--- src/rtl/pkg_tpu.sv ---
// Shared TPU backend types: write-back destination descriptor and data word.
package pkg_tpu;

  localparam int IDX_W  = 5;
  localparam int DATA_W = 32;

  typedef logic [DATA_W-1:0] data_t;

  typedef struct packed {
    logic             v;
    logic [IDX_W-1:0] idx;
  } dst_t;

endpackage

--- src/rtl/wb_fifo.sv ---
// Per-source write-back FIFO: registered pointers/count, head exposed combinationally.
module wb_fifo
  import pkg_tpu::*;
#(
  parameter int DEPTH = 4
) (
  input  logic                   clock,
  input  logic                   reset,
  input  logic                   push,
  input  dst_t                   push_dst,
  input  data_t                  push_data,
  input  logic                   pop,
  output dst_t                   head_dst,
  output data_t                  head_data,
  output logic [$clog2(DEPTH):0] count,
  output logic                   overflow
);

  localparam int PW = $clog2(DEPTH);
  localparam int CW = PW + 1;
  localparam logic [CW-1:0] FULL_LVL = CW'(DEPTH);

  logic [PW-1:0]    wr_ptr_q, wr_ptr_d;
  logic [PW-1:0]    rd_ptr_q, rd_ptr_d;
  logic [CW-1:0]    count_q, count_d;
  logic [IDX_W-1:0] idx_mem_q  [DEPTH];
  logic [IDX_W-1:0] idx_mem_d  [DEPTH];
  data_t            data_mem_q [DEPTH];
  data_t            data_mem_d [DEPTH];
  logic             do_push_s;
  logic             do_pop_s;

  // A full FIFO still accepts a push when the head leaves in the same cycle.
  assign do_pop_s  = pop && (count_q != {CW{1'b0}});
  assign do_push_s = push && ((count_q != FULL_LVL) || do_pop_s);
  assign overflow  = push && !do_push_s;

  assign head_dst.v   = (count_q != {CW{1'b0}});
  assign head_dst.idx = idx_mem_q[rd_ptr_q];
  assign head_data    = data_mem_q[rd_ptr_q];
  assign count        = count_q;

  // Next-state for storage, pointers and occupancy.
  always_comb begin
    idx_mem_d  = idx_mem_q;
    data_mem_d = data_mem_q;
    wr_ptr_d   = wr_ptr_q;
    rd_ptr_d   = rd_ptr_q;
    count_d    = count_q;
    if (do_push_s) begin
      idx_mem_d[wr_ptr_q]  = push_dst.idx;
      data_mem_d[wr_ptr_q] = push_data;
      wr_ptr_d             = wr_ptr_q + {{(PW-1){1'b0}}, 1'b1};
    end else begin
      wr_ptr_d = wr_ptr_q;
    end
    if (do_pop_s) begin
      rd_ptr_d = rd_ptr_q + {{(PW-1){1'b0}}, 1'b1};
    end else begin
      rd_ptr_d = rd_ptr_q;
    end
    case ({do_push_s, do_pop_s})
      2'b10:   count_d = count_q + {{(CW-1){1'b0}}, 1'b1};
      2'b01:   count_d = count_q - {{(CW-1){1'b0}}, 1'b1};
      default: count_d = count_q;
    endcase
  end

  // State registers; reset discards every pending entry.
  always_ff @(posedge clock or negedge reset) begin
    if (!reset) begin
      idx_mem_q  <= '{default: '0};
      data_mem_q <= '{default: '0};
      wr_ptr_q   <= {PW{1'b0}};
      rd_ptr_q   <= {PW{1'b0}};
      count_q    <= {CW{1'b0}};
    end else begin
      idx_mem_q  <= idx_mem_d;
      data_mem_q <= data_mem_d;
      wr_ptr_q   <= wr_ptr_d;
      rd_ptr_q   <= rd_ptr_d;
      count_q    <= count_d;
    end
  end

endmodule

--- src/rtl/wb_arbiter.sv ---
// Merges ALU (A) and memory (B) write-back streams into one registered stream
// with round-robin arbitration, backpressure and sticky overflow reporting.
module wb_arbiter
  import pkg_tpu::*;
#(
  parameter int FIFO_DEPTH = 4
) (
  input  logic  clock,
  input  logic  reset,
  input  logic  I_Full,
  input  dst_t  I_WB_Index_A,
  input  data_t I_WB_Data_A,
  input  dst_t  I_WB_Index_B,
  input  data_t I_WB_Data_B,
  output logic  O_Stall_A,
  output logic  O_Stall_B,
  output dst_t  O_WB_Index,
  output data_t O_WB_Data,
  output logic  O_Empty,
  output logic  O_Err
);

  localparam int CW = $clog2(FIFO_DEPTH) + 1;
  localparam logic [CW-1:0] STALL_LVL = CW'(FIFO_DEPTH - 1);

  typedef enum logic {
    SRC_A = 1'b0,
    SRC_B = 1'b1
  } src_e;

  src_e          last_grant_q, last_grant_d;
  dst_t          out_dst_q, out_dst_d;
  data_t         out_data_q, out_data_d;
  logic          err_q, err_d;
  logic          pop_a_s, pop_b_s;
  logic          ovf_a_s, ovf_b_s;
  dst_t          head_a_s, head_b_s;
  data_t         head_data_a_s, head_data_b_s;
  logic [CW-1:0] count_a_s, count_b_s;

  wb_fifo #(.DEPTH(FIFO_DEPTH)) u_fifo_a (
    .clock     (clock),
    .reset     (reset),
    .push      (I_WB_Index_A.v),
    .push_dst  (I_WB_Index_A),
    .push_data (I_WB_Data_A),
    .pop       (pop_a_s),
    .head_dst  (head_a_s),
    .head_data (head_data_a_s),
    .count     (count_a_s),
    .overflow  (ovf_a_s)
  );

  wb_fifo #(.DEPTH(FIFO_DEPTH)) u_fifo_b (
    .clock     (clock),
    .reset     (reset),
    .push      (I_WB_Index_B.v),
    .push_dst  (I_WB_Index_B),
    .push_data (I_WB_Data_B),
    .pop       (pop_b_s),
    .head_dst  (head_b_s),
    .head_data (head_data_b_s),
    .count     (count_b_s),
    .overflow  (ovf_b_s)
  );

  // Grant selection: with both heads pending, the source not served last wins.
  always_comb begin
    pop_a_s = 1'b0;
    pop_b_s = 1'b0;
    if (!I_Full) begin
      case ({head_a_s.v, head_b_s.v})
        2'b10: pop_a_s = 1'b1;
        2'b01: pop_b_s = 1'b1;
        2'b11: begin
          if (last_grant_q == SRC_B) begin
            pop_a_s = 1'b1;
          end else begin
            pop_b_s = 1'b1;
          end
        end
        default: begin
          pop_a_s = 1'b0;
          pop_b_s = 1'b0;
        end
      endcase
    end else begin
      pop_a_s = 1'b0;
      pop_b_s = 1'b0;
    end
  end

  // Output register and round-robin state; data holds when no beat is issued.
  always_comb begin
    out_dst_d    = out_dst_q;
    out_dst_d.v  = 1'b0;
    out_data_d   = out_data_q;
    last_grant_d = last_grant_q;
    err_d        = err_q | ovf_a_s | ovf_b_s;
    if (pop_a_s) begin
      out_dst_d    = head_a_s;
      out_dst_d.v  = 1'b1;
      out_data_d   = head_data_a_s;
      last_grant_d = SRC_A;
    end else if (pop_b_s) begin
      out_dst_d    = head_b_s;
      out_dst_d.v  = 1'b1;
      out_data_d   = head_data_b_s;
      last_grant_d = SRC_B;
    end else begin
      last_grant_d = last_grant_q;
    end
  end

  // Registers; reset leaves last_grant on B so A wins the first tie.
  always_ff @(posedge clock or negedge reset) begin
    if (!reset) begin
      last_grant_q <= SRC_B;
      out_dst_q    <= '0;
      out_data_q   <= '0;
      err_q        <= 1'b0;
    end else begin
      last_grant_q <= last_grant_d;
      out_dst_q    <= out_dst_d;
      out_data_q   <= out_data_d;
      err_q        <= err_d;
    end
  end

  assign O_WB_Index = out_dst_q;
  assign O_WB_Data  = out_data_q;
  assign O_Err      = err_q;
  assign O_Stall_A  = (count_a_s >= STALL_LVL);
  assign O_Stall_B  = (count_b_s >= STALL_LVL);
  assign O_Empty    = (count_a_s == {CW{1'b0}}) && (count_b_s == {CW{1'b0}}) && !out_dst_q.v;

endmodule

--- config.mk ---
export PLATFORM = sky130hd
export DESIGN_NAME = wb_arbiter
export DESIGN_NICKNAME = d
export VERILOG_FILES = /design/src/rtl/pkg_tpu.sv /design/src/rtl/wb_fifo.sv /design/src/rtl/wb_arbiter.sv
export SDC_FILE = /design/constraint.sdc
export NUM_CORES = 1
export LEC_CHECK = 0
export BUFFER_PORTS_ARGS = -buffer_cell sky130_fd_sc_hd__clkbuf_2
export CORE_MARGIN = 1
export CORE_UTILIZATION = 65
export DETAILED_ROUTE_END_ITERATION = 16
export PLACE_DENSITY = 0.85
export RECOVER_POWER = 25
export SYNTH_ARGS = -nofsm -noshare
export SYNTH_HDL_FRONTEND = slang
export SYNTH_SLANG_ARGS = --single-unit
--- constraint.sdc ---
create_clock -name clock -period 6.3 [get_ports clock]
set_input_delay 0.63 -clock clock [delete_from_list [all_inputs] [get_ports clock]]
set_output_delay 0.63 -clock clock [all_outputs]
set_load 0.01 [all_outputs]
# After elaboration in Yosys (flattened, before gate mapping)
# Cells that the tools add are included.
op_classes:
  n_addsub: 8
  multipliers: 0
  div: 0
  order_cmp: 8
  n_eq_ne: 9
  shift: 0
  n_mux: 38
  bitwise_logic: 6
  reduce_logical: 22
op_table:
  columns: ["cell", "count"]
  rows:
  - ["bitwise mux 128 bit", 2]
  - ["2-to-1 mux 32 bit", 8]
  - ["binary-select mux 32 bit (select 2 bit)", 2]
  - ["demux 32 bit (select 2 bit)", 2]
  - ["bitwise mux 20 bit", 2]
  - ["2-to-1 mux 5 bit", 6]
  - ["binary-select mux 5 bit (select 2 bit)", 2]
  - ["demux 5 bit (select 2 bit)", 2]
  - [">= comparator 3 bit (second input constant)", 4]
  - ["2-to-1 mux 6 bit", 2]
  - ["NOT 2 -> 3 bit", 4]
  - ["case mux 3 bit (2 select lines)", 2]
  - ["logical AND 1 bit", 10]
  - ["adder 2 x 1 -> 2 bit (second input constant)", 4]
  - ["== test 2 bit (second input constant)", 4]
  - ["adder 3 x 1 -> 3 bit (second input constant)", 2]
  - ["== test 2 x 1 -> 1 bit (second input constant)", 3]
  - [">= comparator 3 x 2 -> 1 bit (second input constant)", 2]
  - ["logical NOT 3 bit", 2]
  - ["less-than comparator 3 x 1 -> 1 bit (second input constant)", 2]
  - ["2-to-1 mux 1 bit", 6]
  - ["inequality test 3 bit (second input constant)", 2]
  - ["nonzero test 2 bit", 3]
  - ["nonzero test 3 bit", 2]
  - ["other kinds (5)", 11]
totals:
  register_bits: 350
  latch_bits: 0
  mem_bits_rw: 0
  mem_bits_ro: 0
  out_inout_bits: 42
  word_cells: 118
  n_memories: 0

# Logic depth before layout (Yosys ltp)
logic_depth:
  ltp_word: 11
  mapped_depth: 9

# Hierarchy
# A second synthesis with hierarchy kept.
hier_totals:
  hier_cells: 1015
  area_unflattened_um2: 15687.5
modules_own_cells:
  columns: ["module", "instances", "cells_each", "area_per_inst_um2"]
  rows:
  - ["wb_fifo", 2, 394, 6824.0]
  - ["wb_arbiter", 1, 227, 2039.5]

# Worst setup path before layout
# Ideal clock, no wire load.
synth_path:
  path_kind: "input to register"
  from: "input I_Full"
  to: "register u_fifo_a.count_q[2] (netlist: u_fifo_a.count[2])"
  setup_time_ns: 0.079
  t_arrival_ns: 2.495
  slack_ns: 3.726
  path_stages: 9
  cell_sequence: "or4_4 a21oi_2 buf_2 ha_1 inv_1 fa_1 xor2_1 nor2_1 xor2_1"
synth_between:
  elab_chain_len: 6
synth_lines:
  columns: ["item", "line", "text"]
  rows:
  - ["start: declaration", "wb_arbiter.sv:10", "input logic I_Full,"]
  - ["2-to-1 mux 1 bit (*)", "wb_arbiter.sv:71", "if (!I_Full) begin"]
  - ["logical AND 1 bit (*)", "wb_fifo.sv:34", "assign do_pop_s = pop && (count_q != {CW{1'b0}});"]
  - ["net u_fifo_a.do_pop_s", "wb_fifo.sv:31", "logic do_pop_s;"]
  - ["logical OR 1 bit", "wb_fifo.sv:35", "assign do_push_s = push && ((count_q != FULL_LVL) || do_pop_s);"]
  - ["logical AND 1 bit", "wb_fifo.sv:35", null]
  - ["== test 2 x 1 -> 1 bit / == test 2 bit (equally long branches)", "wb_fifo.sv:62", "case ({do_push_s, do_pop_s})"]
  - ["case mux 3 bit (2 select lines) / nonzero test 2 bit (equally long branches)", null, null]
  - ["end signal: assignment", "wb_fifo.sv:76", "count_q <= {CW{1'b0}};"]
  - ["end signal: assignment", "wb_fifo.sv:82", "count_q <= count_d;"]
  - ["end: declaration", "wb_fifo.sv:25", "logic [CW-1:0] count_q, count_d;"]
# Mark *: on every way through the listed nets, which the timed path passes. The rest lies on a longest branch.
# A chain may end at the register's enable or synchronous reset.

# Worst setup path in the final report
layout_path:
  from: "register u_fifo_b.count_q[0] (netlist: u_fifo_b.count[0])"
  to: "register u_fifo_a.count_q[2] (netlist: u_fifo_a.count[2])"
layout_between:
  elab_chain_len: 9
layout_lines:
  columns: ["item", "line", "text"]
  rows:
  - ["start: declaration", "wb_fifo.sv:25", null]
  - ["start signal: assignment", "wb_fifo.sv:76", null]
  - ["start signal: assignment", "wb_fifo.sv:82", null]
  - ["nonzero test 3 bit (*)", "wb_fifo.sv:38", "assign head_dst.v = (count_q != {CW{1'b0}});"]
  - ["== test 2 bit", "wb_arbiter.sv:72", "case ({head_a_s.v, head_b_s.v})"]
  - ["case mux 1 bit (2 select lines) (*)", "wb_arbiter.sv:72", null]
  - ["2-to-1 mux 1 bit (*)", "wb_arbiter.sv:71", null]
  - ["logical AND 1 bit (*)", "wb_fifo.sv:34", null]
  - ["logical OR 1 bit", "wb_fifo.sv:35", null]
  - ["logical AND 1 bit", "wb_fifo.sv:35", null]
  - ["== test 2 x 1 -> 1 bit / == test 2 bit (equally long branches)", "wb_fifo.sv:62", null]
  - ["case mux 3 bit (2 select lines) / nonzero test 2 bit (equally long branches)", null, null]
# Every way passes the cells marked *; elsewhere a longest branch is shown, timed or not.

==> results.cfg <==
[pwr]
irDropWorstVdd_v = 0.000473
p_leak_nw = 7.82
powerDensity_nw_per_um2 = 571
finalPower_mw = 10.1

[global_routing]
grt.total_usage = 0.272
grt_pass1_wl_microns = 53200
first_global_vias = 9486
grt_antenna_before_repair = 3
grt_max_degree = 152
grt-ovfl-total = 0

[clock_network]
cts_tree = built
cts_root_buffer = clkbuf_16
htreeDepth = 2
cts_num_sinks = 350
clock_latency_ns = 0.51
holdBufCountCts = 0
cts-buffers-inserted = 36
postCtsSetupRepairBufs = 0
clk_pin_slew_ns = 0.06
cts_resized = 0
clk_path_buf_depth = 3

[floorplan]
fp.dieH_microns = 159
io_pins = 121
rows = 57
core_sq_um = 24200
start_util = 0.661
dieArea_sq_um = 25300
die_x_microns = 159

[synth]
synthArstFlopShare = 1.00
synth_cells = 969
yosys_warnings = 0
synth_area_leader_cell = dfrtp_1
avgSynthCellArea_sq_um = 16.6
syn-num-nets = 1060
synth_seq_cells = 350
synth_cell_types = 36
synth_top_area_frac = 0.545
synth_seq_area_share = 0.546
synth_common_cells = dfrtp_1 (349), mux2_2 (177), mux2_4 (120)
synthFlopType = dfrtp_1
synthTopCellsByArea = dfrtp_1 (54%), mux2_2 (12%), mux2_4 (11%)
netlist_area_sq_um = 16000
yosysMostFrequentCell = dfrtp_1
synth_edf_count = 0

[placed_design]
place_hpwl_microns = 18900
gp_congestion = 0.721
port-buffer-count = 120

[detailed_routing]
ant_nets = 0
drt-pass1-iter-count = 5
wl_per_cell_microns = 22.7
viasPerCell = 6.07
drc_errors = 0
wl_microns = 32400
drt-initial-drc-count = 561
vias = 8675

[setup_path]
crit_fanout = 41
critPathLaunchType = register
critPathBufInv = 2
worst_ep_required_time_ns = 6.72
reg2regPathDepth = 9
critPathCaptureType = register
critPathTopFamily = simple AND/OR/NAND/NOR gates
r2r_slack_ns = 3.21
path_class = register to register
startpoint = u_fifo_b.count[0]$_DFFE_PN0P_
cp_common_cell = xor2_1
reg2reg_to = u_fifo_a.count[2]$_DFFE_PN0P_
cp.arrival_ns = 3.52
crit_chain = or4_1, a21oi_4, buf_4, ha_1, inv_1, fa_1, xor2_1, nor2_1, xor2_1
critPathMaxStageDelay_ns = 0.64
r2r-start = u_fifo_b.count[0]$_DFFE_PN0P_
slowest_stage = buf_4

[flow_run]
maxCapViolations = 0

[layout]
drive_above_1_share = 0.512
num-nets-final = 1173
area_growth_pct = 10.8
final-seq-area_sq_um = 8760
multiInputGateArea_sq_um = 6710
n_fill_cell = 1467
antenna_cells = 0

[timing]
grt_setup_unrepaired = false
finalCritPeriodShare = 0.491
tightest_slew_ns = 1.48
fin_skew_ns = 0.0107
slew_headroom = 0.0119
drv_slew = 0
setup_violations = 0
hold_violations = 0
fmax_ghz = 0.323
period_needed_ns = 3.09
finalSetupTns_ns = 0

[worst_hold_path]
hp-class = input pin to async pin

[outcome]
outcome = complete, no violations
-- kinds of logic (layout without fill, tap and decap cells) --
kind of cell,count (synthesis),in the layout,share of synthesized area
AND/OR/NAND/NOR,74,74,0.0211
adder cells (fa/ha/maj),12,12,0.0103
buffers and inverters,69,204,0.0363
flip-flops,350,350,0.546
XOR/XNOR,12,12,0.00655
AO/OA/AOI/OAI,47,47,0.0178
multiplexers,405,405,0.362
-- flip-flops by register name, indices dropped and copies added, names as in the netlist --
| signal | flops |
|---|---|
| u_fifo_a.idx_mem_q | 20 |
| u_fifo_a.rd_ptr_q | 2 |
| O_Err | 1 |
| u_fifo_b.count | 3 |
| O_WB_Index | 6 |
| u_fifo_a.count | 3 |
| u_fifo_a.wr_ptr_q | 2 |
| last_grant_q | 1 |
| u_fifo_b.wr_ptr_q | 2 |
| u_fifo_a.data_mem_q | 128 |
| u_fifo_b.rd_ptr_q | 2 |
| u_fifo_b.data_mem_q | 128 |
| u_fifo_b.idx_mem_q | 20 |
| O_WB_Data | 32 |
-- per-stage QoR --
step	utilization	setup slack, ns	cell area [sq um]	instances	hold slack [ns]
6_report	0.733	3.21	17800	1428	0.138
5_1_grt	0.733	3.01	17800	1428	0.215
4_1_cts	0.734	3.19	17800	1428	0.186
3_5_place_dp	0.687	3.01	16600	1368	0.470
3_3_place_gp	0.687	3.08	16600	1368	0.460
2_1_floorplan	-	3.73	16000	969	0.334
-- worst reg2reg max path, delay by kind of cell, from the launching register on --
family / cells / cell delay [ns]
fa+ha+maj: 2 / 0.69
buf+inv: 2 / 0.70
flops: 1 / 0.44
xor+xnor: 2 / 0.32
compound gates: 1 / 0.14
simple gates: 2 / 0.73
-- per-layer routing --
metal / GRT usage / up-vias / part of all wire
met1: 0.379 / 4622 / 0.43
met2: 0.438 / 225 / 0.49
li1: - / 3761 / -
met3: 0.0555 / 61 / 0.053
met4: 0.0822 / 6 / 0.025
met5: 0 / - / 0.0011
-- cell usage in the layout, fill, tap and decap left out, drive strengths merged --
master and n:
dfrtp 349, mux2 297, clkbuf 175, mux4 74
nand2 52, mux2i 34, o21ai 34, inv 13
buf 11, ha 10, nor2 9, xnor2 6
xor2 6, a22oi 5, and2 4, clkinv 4
nor3 3, a21o 3, nand2b 2, nor3b 2
fa 2, o31a 1, or4 1, a21oi 1
a31oi 1, o21a 1, or3 1, o31ai 1
bufinv 1, dfstp 1
-- worst max path at each step --
stage                                     to  slack (ns)  cells past startpoint
6_report       u_fifo_a.count[2]$_DFFE_PN0P_        3.21                      9
3_5_place_dp   u_fifo_a.count[2]$_DFFE_PN0P_        3.01                     10
2_1_floorplan  u_fifo_a.count[2]$_DFFE_PN0P_        3.73                      9
3_3_place_gp   u_fifo_a.count[2]$_DFFE_PN0P_        3.08                     10
4_1_cts        u_fifo_a.count[2]$_DFFE_PN0P_        3.19                      9
5_1_grt        u_fifo_a.count[2]$_DFFE_PN0P_        3.01                      9
-- report_power, final --
part           switching [mW]  leakage [nW]  internal [mW]  total [mW]
combinational            1.46          3.09           2.39        3.86
sequential              0.804          4.16           3.41        4.22
clock                   0.831         0.573           1.24        2.07
total                    3.10          7.82           7.05        10.1
-- layout make-up --
type / count / area share
sequential: 350 / 0.493
multi-input combinational: 550 / 0.377
clock buffer: 55 / 0.0621
timing repair buffer: 131 / 0.0391
tap: 324 / 0.0228
clock inverter: 5 / 0.00282
inverter: 13 / 0.00275
Note: power is estimated with default switching activity, not from simulation.
